<file path="src/rtl/fifo_drain_framer_pkg.sv">
// fifo_drain_framer_pkg: state encodings and shared constants for the FIFO drain framer.
package fifo_drain_framer_pkg;

    typedef enum logic [1:0] {
        IDLE    = 2'd0,
        HEADER  = 2'd1,
        PAYLOAD = 2'd2
    } state_t;

    localparam logic [3:0] HDR_TAG_DEF = 4'hA;
    localparam int SEQ_BITS = 12;

endpackage

</file>
<file path="src/rtl/fifo_drain_framer_stream_skid2.sv">
// stream_skid2: two-entry buffer with a push port and a valid/ready pop port.
module stream_skid2 #(
    parameter int WIDTH = 16
) (
    input  logic             clk,
    input  logic             rst_n,
    input  logic             push,
    input  logic [WIDTH-1:0] push_data,
    output logic             pop_valid,
    input  logic             pop_ready,
    output logic [WIDTH-1:0] pop_data,
    output logic [1:0]       occupancy
);
    logic [WIDTH-1:0] mem [2];
    logic rd_ptr, wr_ptr, pop;

    assign pop_valid = occupancy != 2'd0;
    assign pop       = pop_valid && pop_ready;
    assign pop_data  = mem[rd_ptr];

    always_ff @(posedge clk) begin
        if (push) mem[wr_ptr] <= push_data;
    end

    // The caller never pushes into a full buffer, so no overflow guard here.
    always_ff @(posedge clk or negedge rst_n) begin
        if (!rst_n) begin
            rd_ptr    <= 1'b0;
            wr_ptr    <= 1'b0;
            occupancy <= 2'd0;
        end else begin
            if (push) wr_ptr <= !wr_ptr;
            if (pop) rd_ptr <= !rd_ptr;
            occupancy <= occupancy + 2'(push) - 2'(pop);
        end
    end

endmodule

</file>
<file path="src/rtl/fifo_drain_framer.sv">
// fifo_drain_framer: drains the sample FIFO read port into fixed-length frames
// (one header word + PKT_LEN payload words) on a valid/ready stream.
module fifo_drain_framer
    import fifo_drain_framer_pkg::*;
#(
    parameter int         WIDTH      = 16,
    parameter int         PKT_LEN    = 8,
    parameter int         USEDW_BITS = 4,
    parameter logic [3:0] HDR_TAG    = HDR_TAG_DEF
) (
    input  logic                  rdclk,
    input  logic                  aclr_n,
    input  logic                  enable,
    output logic                  rdreq,
    input  logic [WIDTH-1:0]      q,
    input  logic                  rdempty,
    input  logic [USEDW_BITS-1:0] rdusedw,
    output logic [WIDTH-1:0]      out_data,
    output logic                  out_valid,
    input  logic                  out_ready,
    output logic                  out_sop,
    output logic                  out_eop,
    output logic                  busy,
    output logic [SEQ_BITS-1:0]   seq
);
    localparam int CW = $clog2(PKT_LEN + 1);
    localparam logic [CW-1:0] LEN = CW'(PKT_LEN);
    localparam logic [USEDW_BITS-1:0] NEED = USEDW_BITS'(PKT_LEN);

    state_t state;
    logic [CW-1:0] reads_issued, words_sent;
    logic inflight, head_valid, drain, pop;
    logic [WIDTH-1:0] head;
    logic [1:0] occupancy;

    assign drain = state == PAYLOAD && out_ready;
    assign pop   = drain && head_valid;

    stream_skid2 #(.WIDTH(WIDTH)) u_skid (
        .clk       (rdclk),
        .rst_n     (aclr_n),
        .push      (inflight),
        .push_data (q),
        .pop_valid (head_valid),
        .pop_ready (drain),
        .pop_data  (head),
        .occupancy (occupancy)
    );

    // The read issued last cycle still needs a slot, so count it against capacity.
    assign rdreq = state != IDLE && reads_issued < LEN && !rdempty
                   && (occupancy - 2'(pop)) + 2'(inflight) < 2'd2;

    assign busy      = state != IDLE;
    assign out_sop   = state == HEADER;
    assign out_valid = out_sop || (state == PAYLOAD && head_valid);
    assign out_eop   = state == PAYLOAD && head_valid && words_sent == LEN - CW'(1);
    assign out_data  = out_sop ? WIDTH'({HDR_TAG, seq})
                     : (state == PAYLOAD && head_valid) ? head : '0;

    always_ff @(posedge rdclk or negedge aclr_n) begin
        if (!aclr_n) begin
            state        <= IDLE;
            seq          <= '0;
            reads_issued <= '0;
            words_sent   <= '0;
            inflight     <= 1'b0;
        end else begin
            inflight <= rdreq;
            if (rdreq) reads_issued <= reads_issued + CW'(1);
            case (state)
                IDLE: if (enable && rdusedw >= NEED && !rdempty) begin
                    state        <= HEADER;
                    reads_issued <= '0;
                    words_sent   <= '0;
                end
                HEADER: if (out_ready) state <= PAYLOAD;
                PAYLOAD: if (pop) begin
                    words_sent <= words_sent + CW'(1);
                    if (out_eop) begin
                        state <= IDLE;
                        seq   <= seq + SEQ_BITS'(1);
                    end
                end
                default: state <= IDLE;
            endcase
        end
    end

endmodule

</file>
<file path="config.mk">
export PLATFORM = sky130hd
export DESIGN_NAME = fifo_drain_framer
export DESIGN_NICKNAME = d
export VERILOG_FILES = /design/src/rtl/fifo_drain_framer_pkg.sv /design/src/rtl/fifo_drain_framer_stream_skid2.sv /design/src/rtl/fifo_drain_framer.sv
export SDC_FILE = /design/constraint.sdc
export NUM_CORES = 1
export LEC_CHECK = 0
export CORE_AREA = 2 2 96 98
export CTS_BUF_LIST = sky130_fd_sc_hd__clkbuf_8
export CTS_CLUSTER_SIZE = 28
export DETAILED_ROUTE_END_ITERATION = 8
export DIE_AREA = 0 0 98 100
export PLACE_DENSITY = 0.58
export SLEW_MARGIN = 20
export SYNTH_ARGS = -nofsm -noshare
export SYNTH_HDL_FRONTEND = slang
export SYNTH_SLANG_ARGS = --single-unit
</file>
<file path="constraint.sdc">
create_clock -name rdclk -period 4.18 [get_ports rdclk]
set_clock_uncertainty 0.15 [all_clocks]
set_input_delay 0.836 -clock rdclk [delete_from_list [all_inputs] [get_ports rdclk]]
set_output_delay 0.836 -clock rdclk [all_outputs]
set_load 0.02 [all_outputs]
</file>
# ---- Word level (Yosys, flattened, before mapping)
# Memories as Yosys holds them, arrays and structs flattened.
# Index checks and enable logic that the tools add are counted.
dict set report word_totals {
  elab_cells 61
  mem_count 1
  latchBits 0
  ramBits 32
  out_inout_bits 33
  mem_bits_ro 0
  ff_bits 27
  inputBits 25
}
dict set report classes {
  add_sub_neg 7
  eq_ne 7
  shift 0
  n_div 0
  n_reduce_logical 20
  n_bitwise 0
  mul 0
  order_cmp 3
  muxes 15
}
# memory depth width rd rd_ports_with_merged_regs write_ports line
set mem_list {}
lappend mem_list {u_skid.mem 2 16 1 0 1 fifo_drain_framer_stream_skid2.sv:14} ;# logic [WIDTH-1:0] mem [2];
# cell n
set ops {}
lappend ops {{two-way mux 16 bit} 2}
lappend ops {{two-way mux 4 bit} 5}
lappend ops {{adder 12 x 1 -> 12 bit, second input constant} 1}
lappend ops {{logical AND 1 bit} 9}
lappend ops {{adder 4 x 1 -> 4 bit, second input constant} 2}
lappend ops {{two-way mux 2 bit} 4}
lappend ops {{inequality test 2 bit, second input constant} 4}
lappend ops {{case mux 4 bit (2 select lines)} 1}
lappend ops {{case mux 2 bit (3 select lines)} 1}
lappend ops {{AND reduction 3 bit} 2}
lappend ops {{nonzero test 2 bit} 3}
lappend ops {{adder 2 x 1 -> 2 bit} 2}
lappend ops {{== test 4 x 3 -> 1 bit, second input constant} 1}
lappend ops {{greater-or-equal comparator 4 bit, second input constant} 1}
lappend ops {{< comparator 4 bit, second input constant} 1}
lappend ops {{AND reduction 4 bit} 1}
lappend ops {{subtractor 2 x 1 -> 2 bit} 2}
lappend ops {{zero test 1 bit} 3}
lappend ops {{== test 2 x 1 -> 1 bit, second input constant} 1}
lappend ops {{== test 2 bit, second input constant} 1}
lappend ops {{zero test 2 bit} 1}
lappend ops {{< comparator 2 bit, second input constant} 1}
lappend ops {{two-way mux 1 bit} 2}
lappend ops {{logical OR 1 bit} 1}

# ---- Longest topological paths before layout
# Gate-level depths: netlist (run 1).
dict set report depth {
  depth_word 10
  ltp_mapped 11
  mapped_depth_nobuf 11
}

# ---- Modules after synthesis
# Synthesis (run 1) repeated with hierarchy kept, for this count alone.
dict set report hier_totals {
  hier_cells 197
  area_unflattened_um2 2725.1
}
# mod seq_area_each_um2 cells_each n_inst area_each_um2
set modules_own_cells {}
lappend modules_own_cells {stream_skid2 1061.0 66 1 1397.6}
lappend modules_own_cells {fifo_drain_framer 575.6 131 1 1327.5}

# ---- Worst setup path after synthesis (run 1)
# Ideal clock, no wire load.
dict set report synth_timing {
  kind {in2out}
  startpoint {in out_ready}
  endpoint {out rdreq}
  n_path_buf 0
  arrival_time_ps 2403
  t_required_ps 3194
  stages 8
  path_slack_ps 791
  cell_sequence {nand3_1 -> inv_1 -> ha_1 -> inv_1 -> ha_1 -> xor3_1 -> or4_4 -> clkinv_2}
}
dict set report synth_between {
  elab_chain_len 6
}
# element line
set synth_rtl {}
lappend synth_rtl {{start: declaration} fifo_drain_framer.sv:20} ;# input logic out_ready,
lappend synth_rtl {{logical AND 1 bit} fifo_drain_framer.sv:36} ;# assign drain = state == PAYLOAD && out_ready;
lappend synth_rtl {{logical AND 1 bit} fifo_drain_framer.sv:37} ;# assign pop = drain && head_valid;
lappend synth_rtl {{via pop} fifo_drain_framer.sv:32} ;# logic inflight, head_valid, drain, pop;
lappend synth_rtl {{subtractor 2 x 1 -> 2 bit} fifo_drain_framer.sv:52} ;# && (occupancy - 2'(pop)) + 2'(inflight) < 2'd2;
lappend synth_rtl {{adder 2 x 1 -> 2 bit} fifo_drain_framer.sv:52}
lappend synth_rtl {{< comparator 2 bit} fifo_drain_framer.sv:52}
lappend synth_rtl {{logical AND 1 bit} fifo_drain_framer.sv:52}
lappend synth_rtl {{end: declaration} fifo_drain_framer.sv:14} ;# output logic rdreq,
# The timed path passes the listed nets, and every way through them passes these cells.

# ---- Worst setup path after layout (run 1)
# Ends and elaborated chain as after synthesis.

==> results.py, run 1 <==
metrics = {
    "final_layout": {
        "final_common_cell": "clkdlybuf4s50_1",
        "syn2layout_area_growth_pct": 36.3,
        "antenna_cells": 0,
        "nets": 300,
        "fillers": 845,
        "layout_common_cells": "clkdlybuf4s50_1, edfxtp_1, dfrtp_1",
        "drive_gt1_share_pct": 11.6,
        "layout.cells.non_filler": 386,
    },
    "place": {
        "placedCellCount": 370,
        "gp_congestion": 0.854,
        "dp_hpwl_um": 3700,
        "port_buffers": 54,
        "dp_slack_ns": -0.140,
    },
    "hold_path": {
        "hold_path.class": "reg -> reg",
    },
    "routing": {
        "drt_wl_total_um": 5470,
        "drc": 0,
        "dr.pass1.iters": 4,
        "wl_per_cell_um": 14.2,
        "drt_first_iter_violations": 73,
        "vias": 1746,
        "viasPerCell": 4.52,
        "postRouteAntennaNets": 0,
    },
    "grt": {
        "grt_max_degree": 28,
        "track_usage_pct": 12.0,
        "grt.overflow.total": 0,
        "antenna_found_initial": 0,
        "grt_pass1_wl_um": 8910,
        "grt_pass1_vias": 1758,
    },
    "critical_path": {
        "end_kind": "primary output",
        "worst-setup-path-type": "in -> out",
        "worst-endpoint-arrival_ns": 3.01,
        "cp.required_ns": 3.19,
        "worst-path-max-fanout": 2,
        "startpoint_type": "input pin",
    },
    "cts": {
        "cts_buffers": 9,
        "cts_tree": "yes",
        "clk_latency_ns": 0.33,
        "cts.sinks": 59,
        "cts.root.buffer_cell": "clkbuf_8",
        "cts_setup_buffers": 0,
        "h-tree-depth": 3,
        "clockBufferDepth": 2,
        "clk_pin_slew_ns": 0.07,
    },
    "die": {
        "core-area_sq_mm": 0.00889,
        "die_area_sq_mm": 0.00980,
        "pin_count": 58,
        "fp.dieH_um": 100,
        "start_util_pct": 28.9,
        "die_w_um": 98,
        "rows": 35,
    },
    "power": {
        "power.total_mw": 1.94,
        "power_density_mw_per_mm2": 555,
        "total_leakage_power_nw": 1.46,
        "ir_worst_vdd_v": 0.000257,
    },
    "sta": {
        "holdWs_ns": 0.324,
        "hold_viol": 0,
        "rsz0062_at_grt": "no",
        "finalCritPeriodShare_pct": 95.7,
        "tightest_slew_ns": 0.899,
        "timing.slew.headroom_pct": 40.1,
        "drv_slew": 0,
        "setup_slack_ns": 0.182,
        "setup_viol": 0,
        "period_needed_ns": 4.00,
        "max_freq_mhz": 250,
    },
    "synth": {
        "ys_ff_latch": 59,
        "seq_area_frac_synth_pct": 63.8,
        "synth.distinct_cells": 38,
        "syn_area_per_cell_sq_um": 12.7,
        "synth_nets": 232,
        "netlist_instances": 202,
        "yosysWarnings": 0,
        "syn_area_sq_mm": 0.00256,
    },
    "outcome": {
        "status": "finished, final reports clean",
    },
    "job": {
        "maxCapViolations": 0,
    },
}
critical path, cell delays in order:
cell,delay (ns)
clkdlybuf4s50_1,0.49
nand3_1,0.09
inv_1,0.08
ha_1,0.23
inv_1,0.06
ha_1,0.14
xor3_1,0.24
or4_4,0.50
clkinv_2,0.06
clkdlybuf4s15_1,0.29
power breakdown:
| group | internal (mW) | switching [mW] | total, mW | leakage (nW) |
|---|---|---|---|---|
| Clock | 0.329 | 0.222 | 0.551 | 0.112 |
| Sequential | 0.718 | 0.0929 | 0.811 | 0.641 |
| Combinational | 0.283 | 0.294 | 0.577 | 0.706 |
cell type report:
class / count / area (sq um) / share of cell area [%]
multi-input cells: 127 / 865 / 24.7
well taps: 111 / 139 / 3.97
repair buffers: 63 / 608 / 17.4
inverters: 10 / 38.8 / 1.11
clock inverters: 7 / 85.1 / 2.43
flip-flops and latches: 59 / 1640 / 46.8
clock buffers: 9 / 124 / 3.54
logic make-up (layout without fill, tap and decap cells):
group / Yosys count / count (layout) / synth area share (%)
adders and majority gates: 5 / 5 / 2.44
muxes: 18 / 18 / 7.07
buffers and inverters: 16 / 89 / 2.49
AOI/OAI and AO/OA: 22 / 22 / 4.68
xor gates and xnor gates: 15 / 15 / 5.71
DFF: 59 / 59 / 63.8
and+or+nand+nor: 67 / 67 / 13.8
synth_stat cells:
master    instances  area share (%)
and2_1            1            0.24
inv_1             9             1.3
clkbuf_1          3            0.44
a21oi_1           1            0.19
nor3_2            3             1.2
buf_1             1            0.15
xor3_1            1            0.93
nand3_1           9             1.8
o22ai_1           3            0.73
nor2b_1           1            0.24
nand3b_1          1            0.29
and3_1            1            0.24
edfxtp_1         32              37
nand2_2           1            0.24
mux2i_1          17             6.6
or4_1             1            0.29
nor2_1           11             1.6
nand4_1           3            0.73
and3b_1           1            0.34
nand2b_1          1            0.24
and2b_1           1            0.29
a41oi_1           1            0.34
clkinv_2          1            0.19
buf_2             2            0.39
nand2_1          24             3.5
nor4_4            1            0.83
or4_4             1            0.44
xnor2_1           5             1.7
ha_1              5             2.4
nor4_1            1            0.24
dfrtp_1          27              26
a21o_1            1            0.29
xor2_1            9             3.1
or2_2             1            0.24
o21ai_0          16             3.1
nor3_1            3            0.59
or3_1             1            0.24
mux2_2            1            0.44
flip-flops by register name, summed over array words and instances (netlist names):
name / count
u_skid.mem: 32
seq: 12
reads_issued: 4
words_sent: 4
state: 2
u_skid.occupancy: 2
inflight: 1
u_skid.rd_ptr: 1
u_skid.wr_ptr: 1
stage by stage:
step                      setup TNS, ns  cell area, sq um  util (%)
after floorplan                       0              2560         -
after global placement           -0.110              3290      37.0
after detailed placement         -0.140              3290      37.0
after CTS                             0              3490      39.3
after global routing                  0              3500      39.3
final                                 0              3500      39.3
worst paths after layout:
check	from	end	slack, ns	depth (start not counted)
min in group asynchronous	aclr_n	reads_issued[1]	0.73	2
max in group asynchronous	aclr_n	seq[11]	2.87	2
setup / recovery	out_ready	rdreq	0.18	10
hold reg to reg	reads_issued[2]	reads_issued[2]	0.32	1
setup reg to reg	u_skid.occupancy[1]	reads_issued[3]	1.46	12
hold / removal	reads_issued[2]	reads_issued[2]	0.32	1
timing repair:
item                                    in CTS  in global routing
hold buffers                                 0                  0
resized for setup                            1                  1
endpoints found under the setup margin       1                  1
metal layers:
layer,GRT usage (%),vias to the layer above,share of wire [%]
met1,15.5,837,48
met2,18.2,42,46
met4,6.52,0,2.0
met5,0,-,0
li1,-,855,-
met3,3.48,12,4.6
(Power assumes the default switching activity.)
==> run 2: changes to the inputs <==
CORE_AREA = 2 2 99 101   (was 2 2 96 98)
DIE_AREA = 0 0 101 103   (was 0 0 98 100)
SYNTH_HIERARCHICAL = 1   (was not set)
==> results.py, run 2 <==
metrics = {
    "power": {
        "seq_power_share_pct": 39.8,
        "power_density_mw_per_mm2": 567,
        "swShare_pct": 31.9,
        "total_leakage_power_nw": 1.47,
        "intPower_mw": 1.39,
        "pwr-share-comb_pct": 32.4,
        "p_switching_mw": 0.652,
        "pwr-share-clk_pct": 27.8,
        "ir_worst_vdd_v": 0.000196,
    },
    "synth": {
        "yosys-top-cells-area": "edfxtp_1, dfrtp_1, mux2_4, a22o_1, mux2_2",
        "seq_area_frac_synth_pct": 60.1,
        "synth_top_area_share_pct": 35.3,
        "yosysWarnings": 6,
        "synthFlopType": "edfxtp_1",
        "synth_nets": 228,
        "yosysMostFrequentCell": "edfxtp_1",
        "ys_ff_latch": 59,
        "synth-edff-count": 32,
        "syn_area_per_cell_sq_um": 13.8,
        "synth_common_cells": "edfxtp_1, dfrtp_1, nand2_1, a22o_1",
        "netlist_instances": 197,
        "synth_area_leader_cell": "edfxtp_1",
        "synth.distinct_cells": 43,
        "async_reset_ff_share_pct": 45.8,
        "syn_area_sq_mm": 0.00273,
    },
    "job": {
        "maxCapViolations": 0,
    },
    "die": {
        "die_w_um": 101,
        "core-area_sq_mm": 0.00946,
        "start_util_pct": 28.8,
        "fp.dieH_um": 103,
        "rows": 36,
        "die_area_sq_mm": 0.0104,
        "pin_count": 58,
    },
    "critical_path": {
        "cp.required_ns": 3.19,
        "worst-path-max-fanout": 5,
        "crit_chain": "clkdlybuf4s50_1, nand4b_4, inv_4, ha_1, nor2b_1, xnor2_1, nor2_4, clkdlybuf4s50_1",
        "cp_slowest_cell": "clkdlybuf4s50_1",
        "reg2reg_setup_slack_ns": 1.98,
        "worst-setup-path-type": "in -> out",
        "critical_path.top_delay_family": "buffers and inverters",
        "end_kind": "primary output",
        "worst-endpoint-arrival_ns": 3.00,
        "startpoint_type": "input pin",
        "timing.critical_path.mode_cell": "clkdlybuf4s50_1",
        "cp.buffers_inverters": 3,
        "slowest_delay_ns": 0.63,
    },
    "routing": {
        "postRouteAntennaNets": 0,
        "drt_first_iter_violations": 63,
        "drc": 0,
        "vias": 1706,
        "wl_per_cell_um": 14.6,
        "dr.pass1.iters": 4,
        "drt-met1-wl_um": 2500,
        "top_layer": "met4",
        "wl_met2_um": 2790,
        "viasPerCell": 4.49,
        "met3_length_um": 146,
        "drt_wl_total_um": 5550,
    },
    "final_layout": {
        "layout_common_cells": "clkdlybuf4s50_1, edfxtp_1, dfrtp_1",
        "fillers": 915,
        "antenna_cells": 0,
        "top_register": "u_skid/mem",
        "drive_gt1_share_pct": 17.7,
        "syn2layout_area_growth_pct": 32.3,
        "largest_reg_flops": 32,
        "reg.largest.list": "u_skid/mem: 32 flops, seq: 12 flops",
        "final_common_cell": "clkdlybuf4s50_1",
        "nets": 292,
    },
    "grt": {
        "grt_pass1_wl_um": 8710,
        "grt.overflow.total": 0,
        "antenna_found_initial": 0,
        "track_usage_pct": 11.2,
        "grt_max_degree": 28,
        "grt_pass1_vias": 1717,
    },
    "cts": {
        "cts_setup_buffers": 0,
        "clk_latency_ns": 0.33,
        "cts_tree": "yes",
        "cts-resized-gates": 0,
        "cts_buffers": 9,
        "h-tree-depth": 3,
        "cts.root.buffer_cell": "clkbuf_8",
        "clockBufferDepth": 2,
        "clk_pin_slew_ns": 0.07,
        "ctsHoldBuffers": 0,
        "cts.sinks": 59,
    },
    "sta": {
        "rsz0062_at_grt": "no",
        "setup_viol": 0,
        "setup_slack_ns": 0.192,
        "hold_viol": 0,
        "period_needed_ns": 3.99,
        "finalCritPeriodShare_pct": 95.4,
        "tns_ns": 0,
        "drv_slew": 0,
        "tightest_slew_ns": 0.787,
        "timing.slew.headroom_pct": 47.5,
        "max_freq_mhz": 251,
    },
    "outcome": {
        "status": "finished, final reports clean",
    },
    "hold_path": {
        "hold_path.class": "reg -> reg",
    },
    "place": {
        "dp_slack_ns": 0.172,
        "dp_hpwl_um": 4010,
        "gp_congestion": 0.740,
        "port_buffers": 54,
    },
}
run 2: cell count changes after synthesis, moves of 4 or more:
| cell | previous run | this run |
|---|---|---|
| a22o_1 | 0 | 13 |
| mux2_2 | 1 | 8 |
| mux2_4 | 0 | 9 |
| mux2i_1 | 17 | 3 |
| nand2_1 | 24 | 20 |
| nand3_1 | 9 | 2 |
| o21ai_0 | 16 | 8 |
run 2: worst register-to-register path, cell delays in order (launching register included):
cell and delay [ns]:
dfrtp_1 0.43, or2_2 0.38, nand4b_4 0.15, inv_4 0.04, ha_1 0.18, xnor2_1 0.13
xnor2_1 0.34, nor2_4 0.11, a22o_1 0.19
run 2: through the flow:
step	power, mW	cells	cell area (sq um)	utilization [%]	hold WS (ns)
final	2.04	380	3610	38.1	0.332
after global routing	2.17	380	3610	38.1	0.356
after CTS	2.07	380	3610	38.1	0.336
after detailed placement	1.50	364	3390	35.8	0.324
after global placement	1.49	364	3390	35.8	0.319
after floorplan	1.29	197	2730	-	0.290
run 2: logic make-up (layout without fill, tap and decap cells):
group                    after synthesis  count (layout)  share of synthesized area, %
XOR/XNOR                              17              17                          5.46
buffers and inverters                 13              82                          2.98
multiplexers                          20              20                          9.37
flip-flops                            59              59                          60.1
AND/OR/NAND/NOR                       58              58                          13.0
AO/OA/AOI/OAI                         24              24                          6.38
adder cells (fa/ha/maj)                6               6                          2.75
run 2: power by group through the flow:
stage	Sequential [mW]	Combinational (mW)	Clock [mW]
final	0.813	0.663	0.568
after global routing	0.830	0.725	0.610
after CTS	0.815	0.677	0.583
after detailed placement	0.826	0.674	0
after global placement	0.823	0.663	0
after floorplan	0.784	0.502	0
run 2: routing by layer:
metal | global-route usage [%] | vias to the layer above
met5 | 0 | -
met3 | 3.12 | 9
met4 | 5.93 | 0
met1 | 13.7 | 827
met2 | 18.2 | 25
li1 | - | 845
run 2: worst paths after layout:
kind,start,endpoint,cells past startpoint
max,out_ready,rdreq,8
min,reads_issued[2],reads_issued[2],1
max reg2reg,u_skid/occupancy[1],reads_issued[3],8
min reg2reg,reads_issued[2],reads_issued[2],1
max in group asynchronous,aclr_n,u_skid/rd_ptr,2
min in group asynchronous,aclr_n,seq[10],2
run 2: final cells by class:
cell class | count | area [sq um] | area share, %
well taps | 114 | 143 | 3.96
flip-flops and latches | 59 | 1640 | 45.4
repair buffers | 58 | 571 | 15.8
clock buffers | 9 | 124 | 3.44
multi-input cells | 125 | 1010 | 27.9
inverters | 8 | 32.5 | 0.902
clock inverters | 7 | 92.6 | 2.57
==> run 3: changes to the inputs <==
GPL_ROUTABILITY_DRIVEN = 0   (was not set)
TNS_END_PERCENT = 10   (was not set)
==> results of run 3 <==
The final DEF is identical to that of run 2; final timing and power are the same.
